### config.mk
export PLATFORM = sky130hd
export DESIGN_NAME = buzzer_melody_seq
export DESIGN_NICKNAME = d
export VERILOG_FILES = /design/src/rtl/buzzer_pkg.sv /design/src/rtl/buzzer_melody_rom.sv /design/src/rtl/buzzer_melody_seq.sv
export SDC_FILE = /design/constraint.sdc
export NUM_CORES = 1
export LEC_CHECK = 0
export BUFFER_PORTS_ARGS = -buffer_cell sky130_fd_sc_hd__buf_2
export CAP_MARGIN = 10
export CELL_PAD_IN_SITES_DETAIL_PLACEMENT = 0
export CELL_PAD_IN_SITES_GLOBAL_PLACEMENT = 2
export CORE_UTILIZATION = 41
export CTS_CLUSTER_SIZE = 20
export DETAILED_ROUTE_END_ITERATION = 8
export HOLD_SLACK_MARGIN = 0.06
export PLACE_DENSITY = 0.89
export SETUP_SLACK_MARGIN = 0.1
export SKIP_LAST_GASP = 1
export SLEW_MARGIN = 20
export SYNTH_ARGS = -nofsm -noshare
export SYNTH_HDL_FRONTEND = slang
export SYNTH_SLANG_ARGS = --single-unit
### constraint.sdc
create_clock -name clk -period 5 [get_ports clk]
set_input_delay 0.5 -clock clk [delete_from_list [all_inputs] [get_ports clk]]
set_output_delay 0.5 -clock clk [all_outputs]
set_load 0.03 [all_outputs]
### src/rtl/buzzer_pkg.sv
// rtl/buzzer_pkg.sv - pitch codes, note frequency table, half-period helper, FSM encoding
//
// Shared by the melody ROM and the sequencer top. No ports.
//  PC_*            4-bit pitch codes as stored in ROM word bits [7:4]
//  note_freq_mhz   note frequency in millihertz (0 for rest/reserved/end)
//  half_period_of  clk_hz / (2 * f_note), truncated; 0 for silent codes
//  state_t         sequencer FSM states
package buzzer_pkg;

  localparam logic [3:0] PC_REST = 4'd0;
  localparam logic [3:0] PC_C4   = 4'd1;
  localparam logic [3:0] PC_CS4  = 4'd2;
  localparam logic [3:0] PC_D4   = 4'd3;
  localparam logic [3:0] PC_DS4  = 4'd4;
  localparam logic [3:0] PC_E4   = 4'd5;
  localparam logic [3:0] PC_F4   = 4'd6;
  localparam logic [3:0] PC_FS4  = 4'd7;
  localparam logic [3:0] PC_G4   = 4'd8;
  localparam logic [3:0] PC_GS4  = 4'd9;
  localparam logic [3:0] PC_A4   = 4'd10;
  localparam logic [3:0] PC_AS4  = 4'd11;
  localparam logic [3:0] PC_B4   = 4'd12;
  localparam logic [3:0] PC_C5   = 4'd13;
  localparam logic [3:0] PC_RSVD = 4'd14;
  localparam logic [3:0] PC_END  = 4'd15;

  localparam int unsigned HP_W = 20;

  typedef enum logic [2:0] {
    ST_IDLE,
    ST_FETCH,
    ST_LOAD,
    ST_PLAY,
    ST_GAP,
    ST_DONE
  } state_t;

  // Millihertz keeps the truncated half-periods exact without reals.
  function automatic logic [31:0] note_freq_mhz(input logic [3:0] pc);
    case (pc)
      PC_C4:   return 32'd261626;
      PC_CS4:  return 32'd277183;
      PC_D4:   return 32'd293665;
      PC_DS4:  return 32'd311127;
      PC_E4:   return 32'd329628;
      PC_F4:   return 32'd349228;
      PC_FS4:  return 32'd369994;
      PC_G4:   return 32'd391995;
      PC_GS4:  return 32'd415305;
      PC_A4:   return 32'd440000;
      PC_AS4:  return 32'd466164;
      PC_B4:   return 32'd493883;
      PC_C5:   return 32'd523251;
      default: return 32'd0;
    endcase
  endfunction

  function automatic logic [31:0] half_period_of(input logic [63:0] clk_hz, input logic [3:0] pc);
    logic [63:0] f;
    f = {32'd0, note_freq_mhz(pc)};
    if (f == 64'd0) return 32'd0;
    return 32'((clk_hz * 64'd1000) / (64'd2 * f));
  endfunction

endpackage

### src/rtl/buzzer_melody_rom.sv
// rtl/buzzer_melody_rom.sv - case-based melody ROM with registered output
//
// Ports:
//  clk   in   1       system clock
//  addr  in   ADDR_W  note index
//  data  out  8       {pitch code, beats-1}, valid one clock after addr
// ROM_SEL selects the melody: 0 = production tune, 1 = short test tune.
module buzzer_melody_rom
  import buzzer_pkg::*;
#(
  parameter int unsigned ADDR_W  = 4,
  parameter int unsigned ROM_SEL = 0
) (
  input  logic              clk,
  input  logic [ADDR_W-1:0] addr,
  output logic [7:0]        data
);

  function automatic logic [7:0] rom_word(input int unsigned sel, input int unsigned a);
    if (sel == 1) begin
      case (a)
        0:       return {PC_C4, 4'd0};
        1:       return {PC_A4, 4'd1};
        2:       return {PC_REST, 4'd2};
        default: return {PC_END, 4'd0};
      endcase
    end
    case (a)
      0:       return {PC_C4, 4'd0};
      1:       return {PC_C4, 4'd0};
      2:       return {PC_G4, 4'd0};
      3:       return {PC_G4, 4'd0};
      4:       return {PC_A4, 4'd0};
      5:       return {PC_A4, 4'd0};
      6:       return {PC_G4, 4'd1};
      7:       return {PC_F4, 4'd0};
      8:       return {PC_F4, 4'd0};
      9:       return {PC_E4, 4'd0};
      10:      return {PC_E4, 4'd0};
      11:      return {PC_D4, 4'd0};
      12:      return {PC_D4, 4'd0};
      13:      return {PC_C4, 4'd1};
      14:      return {PC_REST, 4'd0};
      default: return {PC_END, 4'd0};
    endcase
  endfunction

  always_ff @(posedge clk) begin
    data <= rom_word(ROM_SEL, 32'(addr));
  end

endmodule

### src/rtl/buzzer_melody_seq.sv
// rtl/buzzer_melody_seq.sv - melody sequencer feeding the buzzer square-wave stage
//
// Ports:
//  clk          in   1    system clock
//  rst_n        in   1    asynchronous active-low reset
//  start        in   1    pulse; starts playback at note 0 when idle
//  stop         in   1    pulse; aborts playback (wins over start)
//  loop         in   1    level; at end of melody 1 = restart, 0 = done
//  half_period  out  20   clocks per half cycle of current pitch, 0 when silent
//  tone_on      out  1    downstream stage toggles the pin while high
//  busy         out  1    high in every state except IDLE
//  done         out  1    one-cycle pulse when a one-shot melody completes
//  note_idx     out  IW   note being fetched or played
module buzzer_melody_seq
  import buzzer_pkg::*;
#(
  parameter int unsigned CLK_HZ      = 50_000_000,
  parameter int unsigned BEAT_CYCLES = 12_500_000,
  parameter int unsigned GAP_CYCLES  = 500_000,
  parameter int unsigned NOTES       = 16,
  parameter int unsigned ROM_SEL     = 0
) (
  input  logic                     clk,
  input  logic                     rst_n,
  input  logic                     start,
  input  logic                     stop,
  input  logic                     loop,
  output logic [HP_W-1:0]          half_period,
  output logic                     tone_on,
  output logic                     busy,
  output logic                     done,
  output logic [$clog2(NOTES)-1:0] note_idx
);

  localparam int unsigned IDX_W   = $clog2(NOTES);
  localparam int unsigned CNT_MAX = (BEAT_CYCLES > GAP_CYCLES) ? BEAT_CYCLES : GAP_CYCLES;
  localparam int unsigned CNT_W   = $clog2(CNT_MAX);
  localparam logic [CNT_W-1:0] BEAT_LAST = CNT_W'(BEAT_CYCLES - 1);
  localparam logic [CNT_W-1:0] GAP_LAST  = CNT_W'(GAP_CYCLES - 1);
  localparam logic [IDX_W-1:0] IDX_LAST  = IDX_W'(NOTES - 1);

  if (BEAT_CYCLES < 2) begin : g_beat_check
    $error("BEAT_CYCLES must be at least 2");
  end
  if (GAP_CYCLES < 1) begin : g_gap_check
    $error("GAP_CYCLES must be at least 1");
  end

  // Pitch lookup is folded to constants; each entry is range-checked here.
  logic [HP_W-1:0] hp_lut [16];
  for (genvar p = 0; p < 16; p++) begin : g_hp
    localparam logic [31:0] HP = half_period_of(64'(CLK_HZ), 4'(p));
    if (HP > 32'h000F_FFFF) begin : g_hp_check
      $error("half-period does not fit in 20 bits");
    end
    assign hp_lut[p] = HP[HP_W-1:0];
  end

  state_t           state;
  logic [CNT_W-1:0] beat_cnt;
  logic [CNT_W-1:0] gap_cnt;
  logic [3:0]       beats_left;
  logic [7:0]       rom_data;
  logic [3:0]       rom_pitch;
  logic [3:0]       rom_beats;

  assign rom_pitch = rom_data[7:4];
  assign rom_beats = rom_data[3:0];

  buzzer_melody_rom #(
    .ADDR_W (IDX_W),
    .ROM_SEL(ROM_SEL)
  ) u_rom (
    .clk (clk),
    .addr(note_idx),
    .data(rom_data)
  );

  always_ff @(posedge clk or negedge rst_n) begin
    if (!rst_n) begin
      state       <= ST_IDLE;
      half_period <= '0;
      tone_on     <= 1'b0;
      busy        <= 1'b0;
      done        <= 1'b0;
      note_idx    <= '0;
      beat_cnt    <= '0;
      gap_cnt     <= '0;
      beats_left  <= '0;
    end else begin
      done <= 1'b0;
      if (stop) begin
        state       <= ST_IDLE;
        half_period <= '0;
        tone_on     <= 1'b0;
        busy        <= 1'b0;
        beat_cnt    <= '0;
        gap_cnt     <= '0;
      end else begin
        case (state)
          ST_IDLE: begin
            if (start) begin
              state    <= ST_FETCH;
              note_idx <= '0;
              busy     <= 1'b1;
              beat_cnt <= '0;
              gap_cnt  <= '0;
            end
          end
          // ROM samples note_idx on this edge; data is ready in LOAD.
          ST_FETCH: state <= ST_LOAD;
          ST_LOAD: begin
            if (rom_pitch == PC_END) begin
              if (loop) begin
                note_idx <= '0;
                state    <= ST_FETCH;
              end else begin
                state <= ST_DONE;
                done  <= 1'b1;
              end
            end else begin
              half_period <= hp_lut[rom_pitch];
              tone_on     <= (rom_pitch != PC_REST) && (rom_pitch != PC_RSVD);
              beats_left  <= rom_beats;
              beat_cnt    <= '0;
              state       <= ST_PLAY;
            end
          end
          ST_PLAY: begin
            if (beat_cnt == BEAT_LAST) begin
              beat_cnt <= '0;
              if (beats_left == 4'd0) begin
                state       <= ST_GAP;
                tone_on     <= 1'b0;
                half_period <= '0;
                gap_cnt     <= '0;
              end else begin
                beats_left <= beats_left - 4'd1;
              end
            end else begin
              beat_cnt <= beat_cnt + CNT_W'(1);
            end
          end
          ST_GAP: begin
            if (gap_cnt == GAP_LAST) begin
              gap_cnt <= '0;
              // Last ROM slot played: same end-of-melody rule as the end marker.
              if (note_idx == IDX_LAST) begin
                if (loop) begin
                  note_idx <= '0;
                  state    <= ST_FETCH;
                end else begin
                  state <= ST_DONE;
                  done  <= 1'b1;
                end
              end else begin
                note_idx <= note_idx + IDX_W'(1);
                state    <= ST_FETCH;
              end
            end else begin
              gap_cnt <= gap_cnt + CNT_W'(1);
            end
          end
          ST_DONE: begin
            state <= ST_IDLE;
            busy  <= 1'b0;
          end
          default: begin
            state <= ST_IDLE;
            busy  <= 1'b0;
          end
        endcase
      end
    end
  end

endmodule

Word-level counts from Yosys, hierarchy flattened
Memories as Yosys holds them, arrays and structs flattened. A register that Yosys moved wholly into a read port is not among the register bits.
Cells that the tools add are included.
{"block": "totals", "regBits": 90, "latch_bits": 0, "ramBits": 0, "rom_bits": 400, "inputBits": 5, "out_inout_bits": 27, "word_cells": 107, "n_memories": 2}
{"block": "op_classes", "addsub": 4, "n_mul": 0, "div": 0, "order_cmp": 1, "eq_ne": 21, "n_shift": 0, "muxes": 50, "bitwise": 2, "n_reduce_logical": 17}
{"memory": "(name not given)", "depth": 16, "width": 20, "read_ports": 1, "rd_clocked_by_memory_dff": 0, "wr": 0, "line": "buzzer_melody_seq.sv:122", "text": "half_period <= hp_lut[rom_pitch];"}
{"memory": "(name not given)", "depth": 16, "width": 5, "read_ports": 1, "rd_clocked_by_memory_dff": 1, "wr": 0, "line": "buzzer_melody_rom.sv:28", "text": "case (a)"}
{"op": "$mux W24", "n": 8}
{"op": "$pmux W24 S3", "n": 2}
{"op": "$mux W20", "n": 6}
{"op": "$add A24 B1 Y24 const B", "n": 2}
{"op": "$pmux W20 S2", "n": 1}
{"op": "$mux W4", "n": 8}
{"op": "$eq A24 B19 Y1 const B", "n": 1}
{"op": "$eq A24 B24 Y1 const B", "n": 1}
{"op": "$mux W3", "n": 8}
{"op": "$ne A3 B3 Y1 const B", "n": 5}
{"op": "$pmux W3 S5", "n": 1}
{"op": "$ne A2 B2 Y1 const B", "n": 6}
{"op": "$pmux W4 S3", "n": 1}
{"op": "$reduce_and A4 Y1", "n": 3}
{"op": "$reduce_bool A4 Y1", "n": 3}
{"op": "$mux W1", "n": 11}
{"op": "$reduce_and A5 Y1", "n": 2}
{"op": "$eq A4 B4 Y1 const B", "n": 2}
{"op": "$pmux W4 S2", "n": 1}
{"op": "$eq A3 B2 Y1 const B", "n": 2}
{"op": "$pmux W1 S2", "n": 3}
{"op": "$reduce_bool A3 Y1", "n": 2}
{"op": "$ge A5 B5 Y1 const B", "n": 1}
{"op": "$not A4 Y5", "n": 1}
{"op": "14 further kinds", "n": 14}

Longest topological paths before layout
{"block": "logic_depth", "depth_word": 7, "ltp_mapped": 8}

Cells and area by module
Synthesis repeated with hierarchy kept, for this count alone.
{"block": "unflattened", "cells_unflattened": 600, "hier_area_um2": 5268.8}
{"mod": "buzzer_melody_seq", "n_inst": 1, "cells_each": 570, "area_per_inst_um2": 4957.3, "seq_area_each_um2": 1976.9}
{"mod": "buzzer_melody_rom", "n_inst": 1, "cells_each": 30, "area_per_inst_um2": 311.5, "seq_area_each_um2": 100.1}

Least setup slack after synthesis
No wires, ideal clock.
{"block": "synth_timing", "path_type": "register to register", "startpoint": "register beat_cnt[0]", "endpoint": "register beat_cnt[9]", "setup_time_ps": 71, "arrival_ps": 2153, "t_required_ps": 4929, "setup_slack_ps": 2776, "stages_incl_launch_ff": 9, "synth_period_minus_slack_ps": 2224, "path_cell_list": "dfrtp_1 > ha_1 > and2_1 > and4_1 > clkbuf_1 > a211oi_1 > nor2_1 > buf_2 > nor2_1"}
{"block": "synth_between", "elab_chain_cells": 4, "word_cells_on_any_way": 5, "classes_between": "add/sub: 1; eq/ne: 1; mux: 3"}
{"item": "from (decl)", "line": "buzzer_melody_seq.sv:60", "text": "logic [CNT_W-1:0] beat_cnt;"}
{"item": "from (signal assigned)", "line": "buzzer_melody_seq.sv:141", "text": "beat_cnt <= beat_cnt + CNT_W'(1);"}
{"item": "$add A24 B1 Y24 or $eq A24 B24 Y1 (tied branches)", "line": "buzzer_melody_seq.sv:141, buzzer_melody_seq.sv:130"}
{"item": "$mux W24 *", "line": "buzzer_melody_seq.sv:130", "text": "if (beat_cnt == BEAT_LAST) begin"}
{"item": "$pmux W24 S3 *", "line": "buzzer_melody_seq.sv:100", "text": "case (state)"}
{"item": "$mux W24 *", "line": "buzzer_melody_seq.sv:92", "text": "if (stop) begin"}
Mark *: on every way between the ends. The rest lies on a longest branch, timed or not.
A chain may end at the register's enable or synchronous reset.

Final worst setup path
{"block": "layout_timing", "startpoint": "register beat_cnt[0]", "endpoint": "register beat_cnt[7]"}
Same word-level chain as after synthesis.

==> flow_summary_export.csv <==
group,metric,value,unit
logic_synthesis,synth_area_leaders,"dfrtp_1 39%, ha_1 4.9%, nand3_1 3.9%, a21oi_1 3.6%, nor2_1 3.4%",
logic_synthesis,ys_warn_count,0,
logic_synthesis,syn_inst,572,
power_and_ir_drop,combinationalPowerShare,14.5,%
logic_synthesis,synth.yosys.seq_area_share,41.0,%
logic_synthesis,synth_area,5060,um2
power_and_ir_drop,seqPwrFrac,44.7,%
clock_tree,clockBufferDepth,2,
floorplan,io_pins,32,
clock_tree,root_buffer,"clkbuf_16",
logic_synthesis,synth.largest_area_cell,"dfrtp_1",
clock_tree,hold_buffers,0,
detailed_routing,dr_total_vias,4308,
setup_path,cpPeakStageDelay,0.78,ns
logic_synthesis,ys_seq_elements,84,
floorplan,fp.coreArea,12000,um2
detailed_routing,drtPass1Iterations,5,
floorplan,die_x,113,um
logic_synthesis,async_flop_share,94.0,%
place,placed_area,5260,um2
sta,finClkSkew,0.00786,ns
global_route,grt_pass1_vias,3895,
power_and_ir_drop,powerDensity,298,nW/um2
clock_tree,cts_setup_buffers,0,
power_and_ir_drop,vdd_drop_max,0.193,mV
place,port_buffers,28,
floorplan,start_util,42.2,%
global_route,busiest_layer,"met2",
floorplan,die_y,113,um
sta,final-setup-viol-count,0,
setup_path,cp-start-kind,"register",
global_route,use_met3,3.59,%
power_and_ir_drop,internal-power,1170,uW
setup_path,crit_top_cell,"nor2_1",
setup_path,reg2regPathDepth,6,
global_route,grt_pass1_wl,19800,um
cells_and_area,nets,603,
detailed_routing,drtIter0Drc,308,
setup_path,slowest_stage,"a211oi_1",
sta,tightest_slew,0.982,ns
logic_synthesis,synth_top_area_share,39.0,%
global_route,grt_max_degree,80,
clock_tree,post_cts_resized,0,
floorplan,design.die.area,12800,um2
flow_run,maxCapViolCount,0,
place,globalplace.congestion,0.782,
clock_tree,cts_tree,"yes",
power_and_ir_drop,switching_share,29.6,%
floorplan,row_count,40,
detailed_routing,drc_errors,0,
setup_path,cp_num_buf_inv,0,
place,placedCellCount,714,
setup_path,path_max_fanout,13,
sta,worst_slack,2.38,ns
status,status,"completed",
place,hpwl,8170,um
clock_tree,clk_pin_slew,0.06,ns
cells_and_area,antenna_cells,0,
min_path,hp-class,"in2async",
sta,rsz0062_at_grt,"false",
power_and_ir_drop,p_sw,490,uW
clock_tree,clock_latency,0.34,ns
clock_tree,cts_sinks,84,
setup_path,cp_num_cells,6,
sta,whs,0.195,ns
sta,period_share,52.4,%
logic_synthesis,yosys-top-cells-count,"79 x dfrtp_1, 46 x nor2_1, 45 x nand2_1",
sta,fmaxAchievable,382,MHz
place,dpl_worst_slack,2.42,ns
cells_and_area,layout-drive-gt1-share,10.3,%
power_and_ir_drop,pwr-share-clk,40.8,%
cells_and_area,fin_area,5560,um2
clock_tree,h-tree-depth,3,
sta,finalHoldViolations,0,
logic_synthesis,avgSynthCellArea,8.85,um2
global_route,track_usage,19.5,%
sta,relSlewSlack,34.4,%
logic_synthesis,synth_ff_type,"dfrtp_1",
setup_path,cp-end-kind,"register",
sta,final_max_slew_viol_count,0,
global_route,gr-total-overflow,0,
power_and_ir_drop,cellLeakagePower,0.00238,uW
global_route,use_met1,28.4,%
setup_path,crit_path_cell_trace,"ha_1 -> and2_1 -> and4_1 -> a211oi_1 -> nor2_1 -> nor2_1",
sta,post-route-min-period,2.62,ns
detailed_routing,ant_nets,0,
setup_path,crit_type,"reg2reg",
detailed_routing,routedWlPerCell,16.5,um
logic_synthesis,synth_cell_types,64,
cells_and_area,final_cells,730,
logic_synthesis,synth-edff-count,0,
global_route,gr-usage-met2,29.2,%
logic_synthesis,yosysMostFrequentCell,"dfrtp_1",
setup_path,worst_ep_arrival_time,2.89,ns
sta,tns,0,ns
clock_tree,numCtsBuffers,9,
cells_and_area,area_delta_synth_final,9.81,%
setup_path,worst-endpoint-required,5.27,ns
detailed_routing,viasPerCell,5.90,
global_route,antenna_found_initial,0,
detailed_routing,routed_wl,12000,um
setup_path,critical-path-top-delay-family,"simple AND/OR/NAND/NOR gates",
routing by layer:
| metal | up-vias | wire length (um) |
|---|---|---|
| met4 | 0 | 177 |
| met2 | 74 | 5340 |
| met3 | 13 | 409 |
| met5 | - | 0 |
| li1 | 2106 | - |
| met1 | 2115 | 6090 |
final cells by class:
cell class                 instances  area, um2
timing repair buffer              31        169
tap                              147        184
clock buffer                       9        225
multi-input combinational        434       2760
inverter                          18       67.6
clock inverter                     7       76.3
sequential                        84       2080
fill                            1178       6450
cell usage in the layout (no fill, tap or decap), drive strengths merged, types with 17 or more instances in the layout:
| master | n |
|---|---|
| ha | 20 |
| nor2 | 46 |
| buf | 31 |
| dfrtp | 79 |
| inv | 18 |
| nand4 | 17 |
| o21ai | 31 |
| a21oi | 36 |
| nand3 | 39 |
| nand2 | 45 |
flip-flops by register name, summed over array words and instances (netlist names):
signal       cells
half_period     17
tone_on          1
note_idx         4
u_rom.data       5
gap_cnt         24
beats_left       4
state            3
done             1
beat_cnt        24
busy             1
final timing paths:
| kind | slack, ns | startpoint | to |
|---|---|---|---|
| worst max-delay path | 2.38 | beat_cnt[0] | beat_cnt[7] |
| worst min-delay path | 0.20 | rst_n | gap_cnt[8] |
| worst max register to register | 2.38 | beat_cnt[0] | beat_cnt[7] |
| worst min register to register | 0.47 | u_rom.data[0] | beats_left[0] |
| max in group asynchronous | 4.29 | rst_n | beat_cnt[16] |
| min in group clk | 0.43 | loop | done |
per-stage QoR:
stage	power, uW	util, %
global placement	989	43.8
floorplan	920	-
CTS	1680	46.3
detailed placement	994	43.8
finish	1660	46.3
global route	1730	46.3
power groups by stage:
| stage | Combinational [uW] | Clock (uW) | Sequential, uW |
|---|---|---|---|
| global placement | 236 | 0 | 753 |
| finish | 240 | 676 | 741 |
| detailed placement | 240 | 0 | 753 |
| global route | 265 | 719 | 745 |
| CTS | 241 | 697 | 740 |
| floorplan | 156 | 0 | 763 |
cells by family (layout without fill, tap and decap cells):
logic type	after synthesis	after routing	share of synthesized area [%]
DFF	84	84	41.0
AOI/OAI and AO/OA	146	146	18.9
xor gates and xnor gates	14	14	2.42
other	1	3	0.0741
adders and majority gates	20	20	4.94
and+or+nand+nor	239	239	25.6
buffers and inverters	56	65	4.72
muxes	12	12	2.42
worst reg2reg max path: stages, from the launching register on:
cell	delay, ns
dfrtp_1	0.41
ha_1	0.25
and2_1	0.19
and4_1	0.30
a211oi_1	0.78
nor2_1	0.42
nor2_1	0.20
Note: power is estimated with default switching activity, not from simulation.
